==> config.mk <==
export PLATFORM = sky130hd
export DESIGN_NAME = uart_byte_receiver
export DESIGN_NICKNAME = d
export VERILOG_FILES = /design/src/rtl/uart_pkg.sv /design/src/rtl/uart_rx_sync.sv /design/src/rtl/uart_byte_receiver.sv
export SDC_FILE = /design/constraint.sdc
export NUM_CORES = 1
export LEC_CHECK = 0
export CORE_ASPECT_RATIO = 0.5
export CORE_MARGIN = 3
export CORE_UTILIZATION = 50
export DETAILED_ROUTE_END_ITERATION = 6
export HOLD_SLACK_MARGIN = 0.05
export PLACE_DENSITY_LB_ADDON = 0.15
export SYNTH_ARGS = -nofsm -noshare
export SYNTH_HDL_FRONTEND = slang
export SYNTH_HIERARCHICAL = 1
export SYNTH_SLANG_ARGS = --single-unit
==> constraint.sdc <==
create_clock -name clk -period 3.9 [get_ports clk]
set_input_delay 0.39 -clock clk [delete_from_list [all_inputs] [get_ports clk]]
set_output_delay 0.39 -clock clk [all_outputs]
set_load 0.02 [all_outputs]
==> src/rtl/uart_pkg.sv <==
// Shared definitions for the UART byte receiver: FSM states, counter sizing
// and the majority vote used on the oversampled line.
package uart_pkg;

    typedef enum logic [1:0] {
        IDLE  = 2'd0,
        START = 2'd1,
        DATA  = 2'd2,
        STOP  = 2'd3
    } rx_state_t;

    function automatic int cnt_width(input int clks);
        return (clks > 1) ? $clog2(clks) : 1;
    endfunction

    function automatic int mid_bit(input int clks);
        return clks / 2;
    endfunction

    function automatic logic majority3(input logic [2:0] taps);
        return (taps[0] & taps[1]) | (taps[0] & taps[2]) | (taps[1] & taps[2]);
    endfunction

endpackage

==> src/rtl/uart_rx_sync.sv <==
// Brings the raw serial line into the clk domain, votes over three samples
// and flags a 1->0 transition of the voted line.
module uart_rx_sync
    import uart_pkg::*;
(
    input  logic clk,
    input  logic n_reset,
    input  logic rx_pin,
    output logic rx_bit,
    output logic rx_fall
);

    logic       sync_p0;
    logic       sync_p1;
    logic [2:0] taps_p2;
    logic       vld_p0;
    logic       vld_p1;
    logic [2:0] vld_p2;
    logic       rx_prev;
    logic       armed;

    always_ff @(posedge clk or negedge n_reset) begin
        if (!n_reset) begin
            sync_p0 <= 1'b1;
            sync_p1 <= 1'b1;
            taps_p2 <= 3'b111;
            vld_p0  <= 1'b0;
            vld_p1  <= 1'b0;
            vld_p2  <= 3'b000;
            rx_prev <= 1'b1;
            armed   <= 1'b0;
        end else begin
            // p0/p1: metastability guard; p2: vote window
            sync_p0 <= rx_pin;
            sync_p1 <= sync_p0;
            taps_p2 <= {taps_p2[1:0], sync_p1};
            vld_p0  <= 1'b1;
            vld_p1  <= vld_p0;
            vld_p2  <= {vld_p2[1:0], vld_p1};
            rx_prev <= rx_bit;
            // The reset-time ones in the chain are not real samples, so a start
            // edge only counts once a genuine high level has been voted.
            if ((&vld_p2) && rx_bit) begin
                armed <= 1'b1;
            end
        end
    end

    assign rx_bit  = majority3(taps_p2);
    assign rx_fall = armed && rx_prev && !rx_bit;

endmodule

==> src/rtl/uart_byte_receiver.sv <==
// 8N1 UART receiver with a single-entry holding register on a valid/ready
// interface; never stalls the line, drops and flags bytes it cannot hold.
module uart_byte_receiver
    import uart_pkg::*;
#(
    parameter int CLKS_PER_BIT = 417,
    parameter int DATA_BITS    = 8
) (
    input  logic                 clk,
    input  logic                 n_reset,
    input  logic                 uart_rx_pin,
    output logic [DATA_BITS-1:0] data,
    output logic                 data_valid,
    input  logic                 data_ready,
    output logic                 busy,
    output logic                 framing_err,
    output logic                 overrun_err
);

    localparam int               CNT_W    = cnt_width(CLKS_PER_BIT);
    localparam logic [CNT_W-1:0] CNT_MID  = CNT_W'(mid_bit(CLKS_PER_BIT));
    localparam logic [CNT_W-1:0] CNT_LAST = CNT_W'(CLKS_PER_BIT - 1);
    localparam logic [2:0]       IDX_LAST = 3'(DATA_BITS - 1);

    logic                 rx_bit;
    logic                 rx_fall;
    rx_state_t            state, state_nxt;
    logic [CNT_W-1:0]     cnt, cnt_nxt;
    logic [2:0]           bit_idx, idx_nxt;
    logic [DATA_BITS-1:0] shift_reg, shift_nxt;
    logic                 byte_done;
    logic                 frame_bad;

    uart_rx_sync u_sync (
        .clk     (clk),
        .n_reset (n_reset),
        .rx_pin  (uart_rx_pin),
        .rx_bit  (rx_bit),
        .rx_fall (rx_fall)
    );

    always_ff @(posedge clk or negedge n_reset) begin
        if (!n_reset) begin
            state     <= IDLE;
            cnt       <= '0;
            bit_idx   <= '0;
            shift_reg <= '0;
        end else begin
            state     <= state_nxt;
            cnt       <= cnt_nxt;
            bit_idx   <= idx_nxt;
            shift_reg <= shift_nxt;
        end
    end

    always_comb begin
        state_nxt = state;
        cnt_nxt   = cnt + CNT_W'(1);
        idx_nxt   = bit_idx;
        shift_nxt = shift_reg;
        byte_done = 1'b0;
        frame_bad = 1'b0;
        case (state)
            IDLE: begin
                cnt_nxt = '0;
                if (rx_fall) begin
                    state_nxt = START;
                end
            end
            START: begin
                // Clearing the counter here puts every later sample at mid-bit.
                if (cnt == CNT_MID) begin
                    cnt_nxt = '0;
                    if (rx_bit) begin
                        state_nxt = IDLE;
                    end else begin
                        state_nxt = DATA;
                        idx_nxt   = '0;
                    end
                end
            end
            DATA: begin
                if (cnt == CNT_LAST) begin
                    cnt_nxt   = '0;
                    shift_nxt = {rx_bit, shift_reg[DATA_BITS-1:1]};
                    idx_nxt   = bit_idx + 3'd1;
                    if (bit_idx == IDX_LAST) begin
                        state_nxt = STOP;
                    end
                end
            end
            STOP: begin
                if (cnt == CNT_LAST) begin
                    cnt_nxt   = '0;
                    state_nxt = IDLE;
                    byte_done = rx_bit;
                    frame_bad = !rx_bit;
                end
            end
            default: begin
                state_nxt = IDLE;
            end
        endcase
    end

    always_ff @(posedge clk or negedge n_reset) begin
        if (!n_reset) begin
            data        <= '0;
            data_valid  <= 1'b0;
            framing_err <= 1'b0;
            overrun_err <= 1'b0;
        end else begin
            framing_err <= frame_bad;
            overrun_err <= byte_done && data_valid && !data_ready;
            if (byte_done && (!data_valid || data_ready)) begin
                data       <= shift_reg;
                data_valid <= 1'b1;
            end else if (data_valid && data_ready) begin
                data_valid <= 1'b0;
            end
        end
    end

    assign busy = (state != IDLE);

endmodule

==> summary.md <==
| Metric | Value |
|---|---|
| Max reg flops | `9` |
| Final ANT Viol Nets | `0` |
| Post-synthesis register bit count | `45` |
| Antenna violations before repair | `0` |
| Synth top area share | `a little over half` |
| First-pass GRT wire length | `between 5 and 6 mm` |
| Clock tree root driver cell | `clkbuf_8` |
| Largest cells by area after synthesis | `dfrtp_1 (53%), mux2_2 (9.8%), dfstp_2 (8.6%), ha_1 (2.7%), nand3_1 (1.9%)` |
| H-tree depth | `2` |
| Setup ws final | `1.499 ns` |
| Full die area | `~0.0045 sq mm` |
| Async set-or-reset flop fraction in the synthesized netlist | `between 90% and 100%` |
| Outcome | `finished clean` |
| Core ar. | `around 0.0032 sq mm` |
| Core Util, Final | `about 66%` |
| Area after DPL | `approximately 0.0020 sq mm` |
| Yosys warnings | `6` |
| Clock Sinks | `45` |
| Final instance area | `about 0.0021 sq mm` |
| Slew margin rel. | `approximately a third` |
| Worst slew pin tran | `around 1 ns` |
| Synthesized net count | `about 150` |
| Number of flops mapped to enable cells by yosys | `0` |
| # resized after CTS | `0` |
| Clock Pin Slew Worst Setup and Hold Paths | `0.09 ns` |
| Final period util | `between 60% and 70%` |
| Tmin final | `roughly 2.4 ns` |
| Count leader, synth | `dfrtp_1` |
| GRT overflow | `0` |
| Slew Limit Fails | `0` |
| Vias per cell | `roughly 5.4` |
| N_diodes | `0` |
| R2R Setup Slk | `about 1.9 ns` |
| Hold Fails Final Rpt | `0` |
| Worst setup EP type | `primary output` |
| Post-Synthesis Cells | `138` |
| P&R area growth vs syn | `16.60%` |
| Avg WL per Cell | `around 16 microns` |
| Final Skew | `around 0.013 ns` |
| Static leakage power | `~0.93 nW` |
| Maximum vdd drop | `between 200 and 250 uV` |
| RSZ-0062 raised after global routing | `false` |
| DRT Pass-1 Iters | `4` |
| Max-cap viol count | `0` |
| Nets | `~170` |
| Largest net degree at the start of global routing | `46` |
| DRC violations left | `0` |
| Via count | `between 1000 and 1500` |
| Hold_ws | `between 0.2 and 0.25 ns` |
| Distinct cell type count after synthesis | `36` |
| Row cnt | `14` |
| Hold_buf cts | `0` |
| Part of the Yosys area used for sequential elements | `61.89%` |
| Dpl ws | `1.834 ns` |
| Setup TNS | `0 ns` |
| PwrDens | `just under 500 mW/mm^2` |
| Worst Path Required | `3.51 ns` |
| DR iter-0 viols | `48` |
| Maximum clock frequency | `around 0.42 GHz` |
| Clock Tree Buf Depth | `2` |
| Final setup vio count | `0` |
| Critical-path maximum fanout | `11` |
| Die X | `~90 microns` |
| Top cells by count, synth | `dfrtp_1 (39), mux2_2 (16), nor2_1 (9)` |
| Cts bufs inserted | `5` |
| Ports | `16` |
| Initial core utilization | `a little under three fifths` |
| GP Congestion | `between 0.8 and 0.9` |
| GRT Overall Usage | `16.20%` |
| CTS tree | `yes` |
| Insertion delay to the later sink of the worst-skew pair | `~0.3 ns` |
| Dominant synthesized flop cell | `dfrtp_1` |
| Leading area contributor after synthesis | `dfrtp_1` |
| Die Y | `slightly below 50 microns` |
| Netlist Area Pre-Place | `roughly 0.0018 sq mm` |
| Share of cells above drive strength 1 | `between 20 and 25%` |
| Worst setup SP type | `register` |
| Setup CP Type | `register to primary output` |
| Total Wirelength | `3.195 mm` |
| Avg Synthesized Cell Area | `13.27 sq um` |
| Crit path arrival time | `approximately 2 ns` |
| # port buffers | `15` |
| Post-detail-place hpwl | `2.140 mm` |
| Number of global-route vias before repair | `1141` |
| Hold Crit Class | `primary input to asynchronous set/reset pin` |
| Post-CTS Setup Inserts | `0` |
==> metal layers <==
layer	GRT usage [%]	wire, microns
met5	0	0
met1	21.29	1510
met2	25.03	1435
met4	6.750	48
met3	5.085	201
==> cells by family after synthesis <==
group                    count (synthesis)  share of synthesized area (%)
AO/OA/AOI/OAI                           14                          5.465
XOR/XNOR                                 7                          3.347
adder cells (fa/ha/maj)                  5                          3.347
buffers and inverters                    7                          1.775
flip-flops                              45                          61.89
multiplexers                            17                          10.38
other                                    1                         0.2047
AND/OR/NAND/NOR                         42                          13.59
==> worst max-delay path, cell delays in order, from the launching register on <==
cell and delay (ns):
dfrtp_1 0.54, nor2_1 0.50, inv_1 0.11, clkdlybuf4s50_1 0.56
==> area by class of cell <==
cell class	count	area, sq um
flip-flops and latches	45	1134
fillers	241	1105
multi-input cells	86	665.6
repair buffers	15	145.1
clock buffers	7	86.33
well taps	48	60.06
clock inverters	1	30.03
inverters	4	15.01
==> path summary, 6_finish.rpt <==
kind / startpoint / endpoint / depth (start not counted)
max: state[0] / busy / 3
min: n_reset / framing_err / 1
max reg2reg: cnt[0] / data[2] / 6
min reg2reg: u_sync/vld_p0 / u_sync/vld_p1 / 0
max in group asynchronous: n_reset / shift_reg[7] / 1
min in group clk: u_sync/vld_p0 / u_sync/vld_p1 / 0
==> stage by stage <==
stage | cells | power [mW]
floorplan | 138 | 0.6597
global placement | 198 | 0.6932
detailed placement | 198 | 0.6989
CTS | 206 | 1.064
global route | 206 | 1.114
finish | 206 | 1.052
==> cell usage in the layout, fill, tap and decap left out, drive strengths merged, types with 2 or more instances in the layout <==
cell type      count
a21oi              2
clkdlybuf4s50     14
xnor2              3
o21ai              3
o2bb2ai            3
inv                4
xor2               4
dfrtp             39
nand2              6
nand3              7
mux2              16
nor3b              4
a22oi              2
dfstp              6
nor2              10
clkbuf             7
nor3               6
ha                 4
nand4              3
==> power by group <==
part | internal, mW | total, mW | switching, mW
combinational | 0.0605 | 0.121 | 0.0606
clock | 0.209 | 0.362 | 0.153
sequential | 0.510 | 0.569 | 0.0589
total | 0.779 | 1.05 | 0.272
No activity file was read; power rests on OpenSTA's default activity.
